$ cat src/rtl/alu_rr_sequencer.sv
// Two-requester front end for one shared registered ALU: round-robin grant,
// a single operation in flight, and a response held until its owner accepts it.
module alu_rr_sequencer #(
   parameter int WIDTH   = 32,
   parameter int ALU_LAT = 1
) (
   input  logic               clk,
   input  logic               rst_n,
   input  logic [1:0]         req_valid,
   output logic [1:0]         req_ready,
   input  logic [2*WIDTH-1:0] req_a,
   input  logic [2*WIDTH-1:0] req_b,
   input  logic [7:0]         req_sel,
   output logic [WIDTH-1:0]   alu_a,
   output logic [WIDTH-1:0]   alu_b,
   output logic [3:0]         alu_sel,
   input  logic [WIDTH-1:0]   alu_out,
   input  logic               alu_flag,
   output logic [1:0]         rsp_valid,
   input  logic [1:0]         rsp_ready,
   output logic [WIDTH-1:0]   rsp_out,
   output logic               rsp_flag,
   output logic               busy
);
   localparam int CW = (ALU_LAT > 0) ? $clog2(ALU_LAT + 1) : 1;
   localparam logic [CW-1:0] LAT_LAST = CW'(ALU_LAT);

   typedef enum logic [1:0] {
      IDLE = 2'd0,
      EXEC = 2'd1,
      RESP = 2'd2
   } state_e;

   state_e           state_q, state_d;
   logic             rr_ptr_q, rr_ptr_d;
   logic             owner_q, owner_d;
   logic [CW-1:0]    lat_cnt_q, lat_cnt_d;
   logic [WIDTH-1:0] alu_a_q, alu_a_d;
   logic [WIDTH-1:0] alu_b_q, alu_b_d;
   logic [3:0]       alu_sel_q, alu_sel_d;
   logic [WIDTH-1:0] rsp_out_q, rsp_out_d;
   logic             rsp_flag_q, rsp_flag_d;

   logic [WIDTH-1:0] slice_a   [2];
   logic [WIDTH-1:0] slice_b   [2];
   logic [3:0]       slice_sel [2];

   generate
      for (genvar gi = 0; gi < 2; gi++) begin : g_unpack
         assign slice_a[gi]   = req_a[gi*WIDTH +: WIDTH];
         assign slice_b[gi]   = req_b[gi*WIDTH +: WIDTH];
         assign slice_sel[gi] = req_sel[gi*4 +: 4];
      end
   endgenerate

   // A lone requester wins outright; on contention rr_ptr picks the winner.
   logic grant_any, grant_idx;
   assign grant_any = (state_q == IDLE) && (req_valid != 2'b00);
   assign grant_idx = req_valid[1] & (~req_valid[0] | rr_ptr_q);

   always_comb begin
      state_d    = state_q;
      rr_ptr_d   = rr_ptr_q;
      owner_d    = owner_q;
      lat_cnt_d  = lat_cnt_q;
      alu_a_d    = alu_a_q;
      alu_b_d    = alu_b_q;
      alu_sel_d  = alu_sel_q;
      rsp_out_d  = rsp_out_q;
      rsp_flag_d = rsp_flag_q;
      req_ready  = 2'b00;
      rsp_valid  = 2'b00;
      case (state_q)
         IDLE: begin
            if (grant_any) begin
               req_ready = grant_idx ? 2'b10 : 2'b01;
               alu_a_d   = slice_a[grant_idx];
               alu_b_d   = slice_b[grant_idx];
               alu_sel_d = slice_sel[grant_idx];
               owner_d   = grant_idx;
               rr_ptr_d  = ~grant_idx;
               lat_cnt_d = '0;
               state_d   = EXEC;
            end
         end
         EXEC: begin
            // Final EXEC cycle: the ALU's registered output now reflects our operands.
            if (lat_cnt_q == LAT_LAST) begin
               rsp_out_d  = alu_out;
               rsp_flag_d = alu_flag;
               state_d    = RESP;
            end else begin
               lat_cnt_d = lat_cnt_q + CW'(1);
            end
         end
         RESP: begin
            rsp_valid = owner_q ? 2'b10 : 2'b01;
            if (rsp_ready[owner_q]) begin
               state_d = IDLE;
            end
         end
         default: state_d = IDLE;
      endcase
   end

   always_ff @(posedge clk or negedge rst_n) begin
      if (!rst_n) begin
         state_q    <= IDLE;
         rr_ptr_q   <= 1'b0;
         owner_q    <= 1'b0;
         lat_cnt_q  <= '0;
         alu_a_q    <= '0;
         alu_b_q    <= '0;
         alu_sel_q  <= '0;
         rsp_out_q  <= '0;
         rsp_flag_q <= 1'b0;
      end else begin
         state_q    <= state_d;
         rr_ptr_q   <= rr_ptr_d;
         owner_q    <= owner_d;
         lat_cnt_q  <= lat_cnt_d;
         alu_a_q    <= alu_a_d;
         alu_b_q    <= alu_b_d;
         alu_sel_q  <= alu_sel_d;
         rsp_out_q  <= rsp_out_d;
         rsp_flag_q <= rsp_flag_d;
      end
   end

   assign alu_a    = alu_a_q;
   assign alu_b    = alu_b_q;
   assign alu_sel  = alu_sel_q;
   assign rsp_out  = rsp_out_q;
   assign rsp_flag = rsp_flag_q;
   assign busy     = (state_q != IDLE);

endmodule

$ cat config.mk
export PLATFORM = sky130hd
export DESIGN_NAME = alu_rr_sequencer
export DESIGN_NICKNAME = d
export VERILOG_FILES = /design/src/rtl/alu_rr_sequencer.sv
export SDC_FILE = /design/constraint.sdc
export NUM_CORES = 1
export LEC_CHECK = 0
export ABC_AREA = 1
export BUFFER_PORTS_ARGS = -buffer_cell sky130_fd_sc_hd__buf_4
export CORE_MARGIN = 4
export CORE_UTILIZATION = 48
export DETAILED_ROUTE_END_ITERATION = 16
export PLACE_DENSITY = 0.86
export SLEW_MARGIN = 5
export SYNTH_ARGS = -nofsm -noshare
export SYNTH_HDL_FRONTEND = slang
export SYNTH_SLANG_ARGS = --single-unit
$ cat constraint.sdc
create_clock -name clk -period 2.9 [get_ports clk]
set_input_delay 0 -clock clk [delete_from_list [all_inputs] [get_ports clk]]
set_output_delay 0 -clock clk [all_outputs]
set_load 0.05 [all_outputs]
* After elaboration in Yosys (flattened, before gate mapping)
Index checks and enable logic that the tools add are counted.
Widths: inputs -> output; s select.
** Storage, ports and cells
- Output and inout port bits :: 106
- Bits in registers :: 106
- Input port bits :: 175
- Word-level logic and storage cells :: 54
** Operators by class
- Add/sub/neg operators :: 1
- Bitwise operators :: 5
- Reduce and logical (&&, ||, !) cells :: 9
- Magnitude comparators :: 2
- Muxes and demuxes :: 23
- Eq/ne operators :: 5
** Operators by type and width (number)
- $mux 32 :: 6
- $mux 2 :: 8
- $mux 4 :: 3
- $ne 2x2->1 const B :: 3
- $pmux 2 s3 :: 1
- $reduce_and 2->1 :: 3
- $reduce_bool 2->1 :: 3
- $mux 1 :: 4
- $reduce_and 3->1 :: 1
- $eq 2x1->1 const B :: 1
- $eq 2x2->1 const B :: 1
- $ge 2x2->1 const B :: 1
- $logic_not 2->1 :: 1
- $lt 1x2->1 const B :: 1
- $not 1->1 :: 2
- $not 1->2 :: 1
- $pmux 1 s2 :: 1
- $add 1x1->1 const B :: 1
- $and 1x1->1 :: 1
- $logic_and 1x1->1 :: 1
- $or 1x1->1 :: 1

* Logic depth before layout (Yosys ltp)
Gate-level depths: netlist of the first run.
- Depth in word-level cells :: 7
- Depth in mapped cells :: 6
- Gate-level depth less buffers :: 5

* Worst setup path after synthesis of the first run
Ideal clock, no wire load.
- Path kind :: flip-flop to output port
- Start point :: register state_q[0]
- End point :: output req_ready[0]
- Cell stages (with the launch flop) :: 7
- Data required time :: 2.900 ns
- Path buffers :: 1
- Arrival time :: 1.647 ns
- Slack :: 1.253 ns
- Path through :: dfrtp_1 -> inv_2 -> nand2_1 -> nor2_4 -> buf_4 -> nand2_1 -> inv_1
** Between the ends
- Cells in the longest elaborated chain, start to end :: 4
** RTL lines
- start: declaration :: RTL line 34 : state_e state_q, state_d;
- start signal: assignment :: RTL line 118 : state_q <= state_d;
- $logic_not 2->1 (*) :: RTL line 58, 73
- $logic_and 1x1->1 :: RTL line 58 : assign grant_any = (state_q == IDLE) && (req_valid != 2'b00);
- $mux 2 :: RTL line 75 : if (grant_any) begin
- $mux 2 (*) :: RTL line 73 : case (state_q)
- end: declaration :: RTL line 10 : output logic [1:0] req_ready,
Every way passes the cells marked *; elsewhere a longest branch is shown, timed or not.

* Worst setup path after layout of the first run
- Start point :: register state_q[0]
- End point :: register alu_b_q[28], in the netlist alu_b[28]
** Between the ends
- Cells in the longest elaborated chain, start to end :: 3
** RTL lines
- $logic_not 2->1 (*) :: RTL line 58, 73
- $logic_and 1x1->1 :: RTL line 58
- $reduce_and 2->1 (no line) (*)
- end signal: assignment :: RTL line 123 : alu_b_q <= alu_b_d;
- end: declaration :: RTL line 39 : logic [WIDTH-1:0] alu_b_q, alu_b_d;
Marked as above.
A chain may end at the register's enable or synchronous reset.

==> flow_summary_export.csv, run 1 <==
group,metric,value,unit
status,status,"finished, final reports clean",
global_routing,grt_pass1_vias,6942,
synth,synth-compound-area-share,0.04033,
pwr,ir_worst_vdd,0.0009365,V
synth,synthesis.nets,732,
timing,fmax,396.8,MHz
global_routing,grt_first_pass_wirelength,36940,µm
critical_path,required,3210,ps
synth,synth_most_common_cell,"nand3_1",
synth,postSynthAreaPerCell,8.745,µm²
synth,ys_warn_count,0,
timing,final-setup-viol-count,0,
clock_network,cts_tree,"done",
placement,dp_cells,931,
global_routing,use_met2,0.6968,
die,io_pins,281,
die,rows,36,
pwr,p_leak,4.525,nW
clock_network,worst_skew_pair.late_latency,370,ps
finish,syn_to_final_growth,82.12,%
global_routing,gr-total-overflow,0,
timing,finalCritPeriodShare,0.8690,
route,first_pass_iters,8,
route,via_per_inst,5.928,
clock_network,ctsResizeCount,0,
pwr,power_density,1250,nW/µm²
route,routed_wirelength,24410,µm
global_routing,antenna_found_initial,1,
critical_path,cp.arrival,2830,ps
route,vias,6639,
timing,hold_ws,289.2,ps
route,drtIter0Drc,749,
finish,instances_no_fill,1120,
clock_network,cts_max_path_buffers,2,
critical_path,path_class,"flip-flop to flip-flop",
clock_network,hold_buffers,172,
synth,synth.largest_area_cell,"dfrtp_1",
synth,synthTopCellsByArea,"dfrtp_1 54%, nand3_1 14%, nand4_1 8.7%, nand2_1 8.6%, inv_1 2.9%",
synth,syn_inst,557,
clock_network,htree_levels,3,
synth,syn_area,4871,µm²
flow_run,max_cap_viol_count,0,
global_routing,grt_max_degree,69,
placement,place_congestion,0.8898,
clock_network,cts.sinks,106,
pwr,power.total,11.09,mW
synth,synth_xor_area_frac,0,
synth,yosysTopAreaCellShare,0.5446,
clock_network,clk_pin_slew,110,ps
timing,max_slew.worst_pin.slew,1125,ps
global_routing,use_met1,0.4360,
critical_path,critPathCaptureType,"flip-flop",
finish,drive_gt1_frac,0.3195,
clock_network,cts_root_buffer,"clkbuf_8",
die,die_w,108.7,µm
die,die_area,11820,µm²
route,drc,0,
timing,rsz0062_at_grt,"false",
global_routing,grt_util_all_layers,0.4111,
synth,yosysUniqueCellTypes,17,
clock_network,cts_buffers,9,
synth,ys_seq_area_frac,0.5446,
synth,synth_commonest_cells,"137 x nand3_1, 111 x nand2_1, 106 x dfrtp_1, 68 x nand4_1, 37 x inv_1",
synth,synthArstFlopShare,1.000,
global_routing,met3_usage,0.1060,
synth,synth_mux_area_frac,0,
synth,synth_ff_type,"dfrtp_1",
critical_path,cp_max_fo,27,
timing,tns,0,ps
timing,fin_skew,11.22,ps
die,coreArea,9819,µm²
synth,yosys.area_share.adder,0,
synth,synth-simple-area-share,0.3255,
die,die_height,108.7,µm
die,initial_core_util,0.4960,
worst_hold_path,min_path_type,"input port to async pin",
global_routing,gr-max-usage-layer,"met2",
synth,synth_edf_count,0,
timing,post-route-min-period,2520,ps
critical_path,start_kind,"flip-flop",
route,wl_per_cell,21.79,µm
clock_network,postCtsSetupBuffers,0,
placement,hpwl,12140,µm
timing,slew_violations,0,
finish,fin_nets,1156,
timing,final-hold-violation-count,0,
synth,synth-seq-cells,106,
synth,synth_top_family_by_area,"simple AND/OR/NAND/NOR gates",
route,drtAntennaViolNets,0,
timing,slew_headroom,0.2469,
placement,numPortBuffers,280,
[per-layer routing]
layer / up-vias / wire length (µm)
met3: 187 / 2324
li1: 2765 / -
met4: 0 / 2084
met5: - / 0
met1: 3096 / 7793
met2: 591 / 12200
[kinds of logic after synthesis]
family / count (synthesis)
AOI/OAI and AO/OA: 37
and+or+nand+nor: 325
buffers and inverters: 89
DFF: 106
[cell type report]
| class | count | area (µm²) |
|---|---|---|
| inverters | 39 | 146.4 |
| flip-flops and latches | 106 | 2653 |
| well taps | 133 | 166.4 |
| diodes | 1 | 2.502 |
| multi-input cells | 362 | 1784 |
| clock buffers | 13 | 178.9 |
| repair buffers | 463 | 3919 |
| clock inverters | 3 | 21.27 |
| fillers | 393 | 948.4 |
[worst paths after layout]
path / from / to / slack [ps] / cells past startpoint
worst max-delay path: state_q[0] / alu_b[28] / 380 / 7
min in group clk: req_valid[0] / state_q[0] / 290 / 3
worst min register to register: rsp_out[1] / rsp_out[1] / 510 / 2
worst min-delay path: rst_n / rsp_out[9] / 290 / 2
max in group asynchronous: rst_n / alu_b[13] / 1760 / 3
worst max register to register: state_q[0] / alu_b[28] / 380 / 7
[layout by cell type, fill, tap and decap left out]
cell / netlist / final
o21ai_0: 17 / 17
clkinv_2: 0 / 1
inv_2: 2 / 2
o21ai_4: 1 / 1
nor2_4: 2 / 2
dlygate4sd3_1: 0 / 172
dfrtp_1: 106 / 106
nand4_1: 68 / 68
clkbuf_8: 0 / 13
nand3_2: 1 / 1
clkinvlp_4: 0 / 1
nand2_1: 111 / 110
inv_1: 37 / 37
diode_2: 0 / 1
buf_4: 14 / 290
o21ai_1: 19 / 19
nand2_2: 1 / 2
buf_12: 0 / 1
nor2_1: 5 / 5
nand3_1: 137 / 137
clkinv_4: 0 / 1
[metrics by stage]
stage	util	area (µm²)	setup WS, ps
6_report	0.9034	8871	380.0
5_1_grt	0.9034	8871	230.8
4_1_cts	0.9032	8869	495.2
3_5_place_dp	0.7074	6947	1077
3_3_place_gp	0.7074	6947	1157
2_1_floorplan	-	4871	1253
[sequential cells by signal, summed over array words and instances, names as in the netlist, 2 cells and up]
name / cells
rsp_out: 32
alu_a: 32
alu_sel: 4
alu_b: 32
state_q: 2
[critical path: stages, from the launching register on]
cell and delay [ps]:
dfrtp_1 480, inv_2 80, nand2_1 140, nor2_4 480
buf_4 410, nand3_1 170, nand3_1 100, dlygate4sd3_1 590
[power by group]
| part | switching, mW | internal (mW) | leakage [nW] |
|---|---|---|---|
| clock network | 0.533 | 0.408 | 0.102 |
| logic | 4.81 | 2.55 | 3.13 |
| registers | 0.564 | 2.22 | 1.30 |
| total | 5.90 | 5.18 | 4.52 |
Note: power is estimated with default switching activity, not from simulation.
==> run 2, diff against run 1 <==
==> constraint.sdc (replaced) <==
create_clock -name clk -period 3.1 [get_ports clk]
set_input_delay 0 -clock clk [delete_from_list [all_inputs] [get_ports clk]]
set_output_delay 0 -clock clk [all_outputs]
set_load 0.05 [all_outputs]
==> flow_summary_export.csv, run 2 (synthesized netlist as in run 1, its figures left out) <==
group,metric,value,unit
critical_path,cp_max_fo,28,
route,wl_per_cell,21.73,µm
critical_path,cp.arrival,2810,ps
timing,rsz0062_at_grt,"false",
die,die_area,11820,µm²
timing,finalCritPeriodShare,0.8094,
clock_network,cts_root_buffer,"clkbuf_8",
global_routing,antenna_found_initial,1,
clock_network,cts.sinks,106,
clock_network,hold_buffers,172,
finish,final_common_cell,"buf_4",
pwr,seq_power_share,0.244,
timing,fin_ws,590.9,ps
status,status,"finished, final reports clean",
route,drtIter0Drc,824,
finish,drive_gt1_frac,0.3161,
die,die_height,108.7,µm
timing,slew_violations,0,
pwr,switching_share,0.5158,
global_routing,gr-total-overflow,0,
pwr,power_density,1192,nW/µm²
pwr,p_leak,4.547,nW
critical_path,critPathCaptureType,"flip-flop",
finish,final_cell_mix,"289 x buf_4, 172 x dlygate4sd3_1, 137 x nand3_1",
timing,fmax,398.5,MHz
flow_run,max_cap_viol_count,0,
pwr,p_int,5.153,mW
timing,tns,0,ps
clock_network,cts_max_path_buffers,2,
timing,fin_skew,22.86,ps
placement,place_congestion,0.8196,
pwr,power.total,10.64,mW
route,routed_wirelength,24310,µm
die,rows,36,
clock_network,clk_pin_slew,110,ps
route,first_pass_iters,6,
route,via_per_inst,5.914,
pwr,clkPwrFrac,0.112,
critical_path,start_kind,"flip-flop",
die,die_w,108.7,µm
critical_path,crit_start,"state_q[0]",
pwr,p_switching,5.490,mW
pwr,combPwrFrac,0.644,
die,io_pins,281,
critical_path,path_class,"flip-flop to flip-flop",
placement,numPortBuffers,280,
global_routing,grt_first_pass_wirelength,37420,µm
worst_hold_path,hold_start,"req_valid[0]",
clock_network,ctsResizeCount,0,
global_routing,grt_pass1_vias,7053,
clock_network,postCtsSetupBuffers,0,
timing,final-hold-violation-count,0,
finish,syn_to_final_growth,83.28,%
placement,hpwl,12100,µm
clock_network,cts_tree,"done",
global_routing,grt_util_all_layers,0.4121,
timing,final-setup-viol-count,0,
clock_network,htree_levels,3,
route,vias,6618,
placement,pre_cts_ws,1029,ps
critical_path,required,3400,ps
timing,slew_headroom,0.2507,
finish,fin_area,8927,µm²
clock_network,cts_buffers,9,
clock_network,worst_skew_pair.late_latency,370,ps
timing,post-route-min-period,2509,ps
worst_hold_path,min_path_type,"input port to flip-flop",
critical_path,worstReg2RegStart,"state_q[0]",
finish,fin_nets,1154,
die,initial_core_util,0.4960,
route,drc,0,
die,coreArea,9819,µm²
placement,dpl_cell_area,6919,µm²
route,drtAntennaViolNets,0,
global_routing,grt_max_degree,69,
timing,max_slew.worst_pin.slew,1123,ps
pwr,ir_worst_vdd,0.0008778,V
==> run 2: cell types whose count changed in the layout (fill, tap and decap cells not counted), sizes merged <==
cell      change
buf           -2
clkbuf        -2
bufinv        +5
clkinvlp      -1
diode         +1
clkinv        -2
==> run 2: area by class of cell <==
class	count	area (µm²)
clock buffer	11	131.4
tap	133	166.4
multi-input combinational	362	1784
sequential	106	2653
timing repair buffer	461	3891
clock inverter	5	150.1
inverter	39	146.4
antenna	2	5.005
fill	399	892.1
==> run 2: path summary, 6_finish.rpt <==
path / to / slack, ps / depth (start not counted)
min in group asynchronous: alu_b[6] / 290 / 2
worst min-delay path: owner_q / 230 / 4
worst max register to register: alu_a[18] / 590 / 7
max in group asynchronous: alu_b[20] / 1980 / 3
worst max-delay path: alu_a[18] / 590 / 7
worst min register to register: rsp_out[1] / 510 / 2
==> run 2: per-stage QoR <==
| step | util | instances | hold WS (ps) |
|---|---|---|---|
| global placement | 0.7046 | 929 | 139.1 |
| floorplan | - | 557 | -295.6 |
| detailed placement | 0.7046 | 929 | 152.9 |
| global route | 0.9089 | 1118 | 245.4 |
| CTS | 0.9086 | 1117 | 172.6 |
| finish | 0.9091 | 1119 | 228.0 |
==> run 2: power groups by stage <==
| stage | Clock [mW] | Sequential, mW | Combinational, mW |
|---|---|---|---|
| after floorplan | 0 | 4.73 | 1.67 |
| after global placement | 0 | 2.49 | 5.49 |
| after detailed placement | 0 | 2.51 | 5.61 |
| after CTS | 1.18 | 2.50 | 6.54 |
| after global routing | 1.26 | 2.64 | 7.15 |
| final | 1.19 | 2.59 | 6.86 |
==> run 2: worst max-delay path, cell delays in order, from the launching register on <==
cell           delay (ps)
dfrtp_1               480
inv_2                  70
nand2_1               110
nor2_4                540
buf_4                 380
nand3_1               140
nand3_1               140
dlygate4sd3_1         590
==> run 2: per-layer routing <==
metal / vias up / share of wire / global-route usage
li1: 2759 / - / -
met3: 156 / 0.098 / 0.08940
met2: 620 / 0.50 / 0.7065
met4: 0 / 0.072 / 0.2723
met5: - / 0 / 0
met1: 3083 / 0.33 / 0.4608
